## config.mk

```make
export PLATFORM = sky130hd
export DESIGN_NAME = spike_delay_buffer
export DESIGN_NICKNAME = d
export VERILOG_FILES = /design/src/rtl/spike_delay_buffer.sv
export SDC_FILE = /design/constraint.sdc
export NUM_CORES = 1
export LEC_CHECK = 0
export BUFFER_PORTS_ARGS = -buffer_cell sky130_fd_sc_hd__buf_4
export CORE_MARGIN = 4
export CORE_UTILIZATION = 50
export CTS_CLUSTER_DIAMETER = 150
export DETAILED_ROUTE_END_ITERATION = 8
export PLACE_DENSITY = 0.73
export SLEW_MARGIN = 10
export SYNTH_ARGS = -nofsm -noshare
export SYNTH_HDL_FRONTEND = slang
export SYNTH_SLANG_ARGS = --single-unit
export TNS_END_PERCENT = 50
```

## constraint.sdc

```tcl
create_clock -name clk -period 1.4 [get_ports clk]
set_input_delay 0.21 -clock clk [delete_from_list [all_inputs] [get_ports clk]]
set_output_delay 0.21 -clock clk [all_outputs]
set_load 0.02 [all_outputs]
```

## src/rtl/spike_delay_buffer.sv

```systemverilog
// spike_delay_buffer: per-line programmable axonal delay ahead of a LIF neuron.
// Each of M spike lines is re-timed by its own delay of 0..2^Nbits-1 enabled
// steps using an independent history shift register tapped at dly-1.
// Optional macro SPIKE_DELAY_COUNT_EN builds a saturating delivered-spike
// counter; when undefined, spike_count is tied to zero.
module spike_delay_buffer #(
  parameter int M     = 8,
  parameter int Nbits = 2
) (
  input  logic                 clk,
  input  logic                 reset,
  input  logic                 enable,
  input  logic [M-1:0]         input_spikes,
  input  logic [M*Nbits-1:0]   delays,
  input  logic                 load_delays,
  input  logic                 flush,
  output logic [M-1:0]         delayed_spikes,
  output logic                 pending,
  output logic [15:0]          spike_count
);

  localparam int D  = 2 ** Nbits;
  localparam int HW = D - 1;

  logic [Nbits-1:0] dly  [M];
  logic [HW-1:0]    hist [M];
  logic [M-1:0]     tap;
  logic             pend_any;

  // Delay registers: captured on load, independent of enable and flush.
  always_ff @(posedge clk or negedge reset) begin
    if (!reset) begin
      for (int unsigned i = 0; i < M; i++) dly[i] <= '0;
    end else if (load_delays) begin
      for (int unsigned i = 0; i < M; i++) dly[i] <= delays[i*Nbits +: Nbits];
    end
  end

  // Tap select: delay 0 passes the live input, otherwise the history entry dly-1.
  always_comb begin
    tap = '0;
    for (int unsigned i = 0; i < M; i++) begin
      if (dly[i] == '0) tap[i] = input_spikes[i];
      else              tap[i] = hist[i][dly[i] - Nbits'(1)];
    end
  end

  // Pending: any history bit still ahead of its line's tap will be delivered.
  always_comb begin
    pend_any = 1'b0;
    for (int unsigned i = 0; i < M; i++) begin
      for (int unsigned k = 0; k < HW; k++) begin
        if (k < 32'(dly[i])) pend_any = pend_any | hist[i][k];
      end
    end
  end

  assign pending = pend_any;

  // History shift and registered output; flush wins over enable.
  always_ff @(posedge clk or negedge reset) begin
    if (!reset) begin
      for (int unsigned i = 0; i < M; i++) hist[i] <= '0;
      delayed_spikes <= '0;
    end else if (flush) begin
      for (int unsigned i = 0; i < M; i++) hist[i] <= '0;
      delayed_spikes <= '0;
    end else if (enable) begin
      for (int unsigned i = 0; i < M; i++) hist[i] <= (hist[i] << 1) | HW'(input_spikes[i]);
      delayed_spikes <= tap;
    end
  end

`ifdef SPIKE_DELAY_COUNT_EN
  localparam int PCW = $clog2(M + 1);

  logic [PCW-1:0] popcnt;
  logic [16:0]    sum;
  logic [15:0]    count;

  // Popcount of the spikes being registered on this edge.
  always_comb begin
    popcnt = '0;
    for (int unsigned i = 0; i < M; i++) popcnt = popcnt + PCW'(tap[i]);
  end

  assign sum = {1'b0, count} + 17'(popcnt);

  // Saturating delivered-spike counter, cleared by reset and flush.
  always_ff @(posedge clk or negedge reset) begin
    if (!reset) begin
      count <= '0;
    end else if (flush) begin
      count <= '0;
    end else if (enable) begin
      count <= sum[16] ? '1 : sum[15:0];
    end
  end

  assign spike_count = count;
`else
  assign spike_count = '0;
`endif

endmodule

```

==> results.sh <==
export IMPL_violations="negative setup slack"
export IMPL_hp_class="in2reg"
export IMPL_fill_cells=356
export IMPL_clockBufferDepth=2
export IMPL_dp_worst_setup_slack_ps=-357.5
export IMPL_leakagePower_nw=1.884
export IMPL_maxSlewHeadroom=0.3749
export IMPL_ant_nets=0
export IMPL_power_density_nw_per_um2=972.0
export IMPL_ys_flop_type="dfrtp_1"
export IMPL_critical_path_most_common_cell="buf_4"
export IMPL_cts_htree_levels=2
export IMPL_yosys_area_top_type="dfrtp_1"
export IMPL_die_h_um=81.52
export IMPL_cts_sinks=48
export IMPL_cts_tree="done"
export IMPL_finalHoldViolCount=0
export IMPL_status="finished, violations left"
export IMPL_p_switching_w=0.0009898
export IMPL_synth_edf_count=0
export IMPL_synth_cell_type_count=27
export IMPL_ys_top_cells_by_count="dfrtp_1 (48), mux2i_1 (32), o21ai_0 (26)"
export IMPL_grt_pass1_wl_mm=10.49
export IMPL_gp_congestion=0.8263
export IMPL_drt_iter0_drc=124
export IMPL_ys_ff_latch=48
export IMPL_peakVddDrop_v=0.0005551
export IMPL_worstPathArrival_ps=1800
export IMPL_netlist_top_cells_area="dfrtp_1 (44%), mux2i_1 (12%), ha_1 (11%)"
export IMPL_synth_warnings=0
export IMPL_die_w_um=81.52
export IMPL_critPathCaptureType="output pin"
export IMPL_syn_cell_area_um2=2703
export IMPL_io_buffers=37
export IMPL_wl_per_cell_um=15.81
export IMPL_coreArea_um2=5172
export IMPL_rows=26
export IMPL_drt_total_wl_mm=6.798
export IMPL_vias=2215
export IMPL_crit_family="buffers and inverters"
export IMPL_num_antenna_cells=0
export IMPL_clk_latency_ps=300
export IMPL_max_stage_delay_ps=410
export IMPL_finalPower_w=0.003649
export IMPL_dieArea_um2=6646
export IMPL_cap_violations=0
export IMPL_cp_start_kind="flip-flop"
export IMPL_synth_most_common_cell="dfrtp_1"
export IMPL_max_freq_mhz=496.9
export IMPL_internal_power_w=0.002659
export IMPL_nets=413
export IMPL_synthCells=267
export IMPL_regArea_um2=1201
export IMPL_async_reset_ff_frac=1.000
export IMPL_post_route_period_util=1.437
export IMPL_io_pins=54
export IMPL_grt_overflow=0
export IMPL_cts_root_buf="clkbuf_8"
export IMPL_drive_above_1_share=0.3917
export IMPL_pwr_share_comb=0.263
export IMPL_via_per_inst=5.151
export IMPL_min_path_cells=3
export IMPL_antenna_found_initial=0
export IMPL_reg2reg_depth=5
export IMPL_crit_cells=6
export IMPL_track_usage=0.2082
export IMPL_syn_mean_instance_area_um2=10.12
export IMPL_drcViolationCount=0
export IMPL_worstMarginPinSlew_ps=935.7
export IMPL_switching_share=0.2713
export IMPL_fin_crit_ps=2012
export IMPL_cp_num_buf_inv=3
export IMPL_clkPwrFrac=0.318
export IMPL_critPathMaxFanout=2
export IMPL_multiInputGateArea_um2=1511
export IMPL_syn_to_final_growth_pct=38.89
export IMPL_clock_skew_ps=5.366
export IMPL_seq_power_share=0.419
export IMPL_ys_seq_area_frac=0.4444
export IMPL_fin_tns_setup_ps=-631.6
export IMPL_slowest_stage="dfrtp_1"
export IMPL_setup_violations_final=2
export IMPL_numCtsBuffers=5
export IMPL_slew_violations=0
export IMPL_worstPathCellList="buf_4 -> buf_4 -> ha_1 -> a221oi_2 -> nand4_1 -> buf_6"
export IMPL_grt_pass1_vias=2249
export IMPL_first_pass_iters=4
export IMPL_grt_max_degree=49
export IMPL_synth_top_area_frac=0.4444
export IMPL_start_util=0.5225
export IMPL_path_clk_slew_ps=90
export IMPL_rsz0062_at_grt="true"
export IMPL_worst_slack_ps=-612.5
export IMPL_required_ps=1190
export IMPL_path_class="reg2out"
export IMPL_hpwlAfterDp_mm=4.471
-- cells in the final DEF, fill, tap and decap left out, drive strengths merged --
cell | synthesis | final
nor4 | 1 | 1
a31oi | 8 | 8
a22o | 1 | 1
and2b | 1 | 1
o22ai | 4 | 4
nand2b | 7 | 7
nand3b | 2 | 2
dlygate4sd3 | 0 | 1
nor2 | 25 | 25
mux2i | 32 | 32
or2b | 3 | 3
a2111oi | 1 | 1
clkbuf | 5 | 5
nand4 | 1 | 1
buf | 21 | 96
dfrtp | 48 | 48
nand2 | 23 | 23
a32o | 8 | 8
inv | 21 | 21
bufinv | 0 | 2
o2111ai | 1 | 1
conb | 1 | 16
a221oi | 2 | 2
nor2b | 1 | 1
ha | 24 | 24
o21ai | 26 | 26
-- final cells by class --
type,instances,share of cell area
Timing Repair Buffer,97,0.1987
Multi-Input combinational cell,187,0.4027
Tap cell,70,0.02333
Inverter,21,0.02100
Sequential cell,48,0.3200
Clock buffer,5,0.01833
Clock inverter,2,0.01600
-- path summary, 6_finish.rpt --
path	from	end	slack, ps
worst max register to register	dly[4]$_DFFE_PN0P_	delayed_spikes[5]$_DFFE_PN0P_	-20
max in group asynchronous	reset	dly[14]$_DFFE_PN0P_	540
worst max-delay path	dly[9]$_DFFE_PN0P_	pending	-610
worst min register to register	delayed_spikes[7]$_DFFE_PN0P_	delayed_spikes[7]$_DFFE_PN0P_	500
min in group asynchronous	reset	hist[14]$_DFFE_PN0P_	460
worst min-delay path	delays[3]	dly[13]$_DFFE_PN0P_	110
-- registers in the layout, summed over array words and instances (netlist names) --
register / cells
hist: 24
dly: 16
delayed_spikes: 8
-- power groups by stage --
| stage | logic, W | clock network [W] | registers, W |
|---|---|---|---|
| floorplan | 0.000413 | 0 | 0.00157 |
| global route | 0.00104 | 0.00123 | 0.00154 |
| finish | 0.000960 | 0.00116 | 0.00153 |
| CTS | 0.000861 | 0.00119 | 0.00153 |
| global placement | 0.000757 | 0 | 0.00155 |
| detailed placement | 0.000777 | 0 | 0.00155 |
-- layer usage --
layer | part of all wire | vias to the layer above | track usage | wire length (um)
met5 | 0 | - | 0 | 0
met4 | 0.024 | 0 | 0.06250 | 166
met3 | 0.032 | 14 | 0.03289 | 215
met2 | 0.53 | 40 | 0.3811 | 3628
met1 | 0.41 | 1098 | 0.2495 | 2787
li1 | - | 1063 | - | -
-- kinds of logic after synthesis --
logic type,synth area share
AND/OR/NAND/NOR,0.1065
buffers and inverters,0.09398
multiplexers,0.1185
flip-flops,0.4444
adder cells (fa/ha/maj),0.1111
other,0.001388
AO/OA/AOI/OAI,0.1241
-- worst min-delay path: stages --
cell	delay (ps)
buf_4	70
nand2_1	40
o21ai_0	50
-- repair_timing --
item                                   CTS  global route
buffers inserted                         4             5
gates resized for setup                 21            31
setup endpoints to repair                6             8
endpoints found under the hold margin   48             0
pin swaps                                6             6
hold buffers                             1             0
-- metrics by stage --
| step | utilization | hold WS [ps] | cells | instance area (um^2) |
|---|---|---|---|---|
| after floorplan | - | -85.59 | 282 | 2759 |
| after global placement | 0.6456 | 262.7 | 415 | 3339 |
| after detailed placement | 0.6456 | 262.7 | 415 | 3339 |
| after CTS | 0.6981 | 99.01 | 427 | 3611 |
| after global routing | 0.7257 | 105.0 | 430 | 3754 |
| final | 0.7257 | 105.4 | 430 | 3754 |
Note: power is estimated with default switching activity, not from simulation.
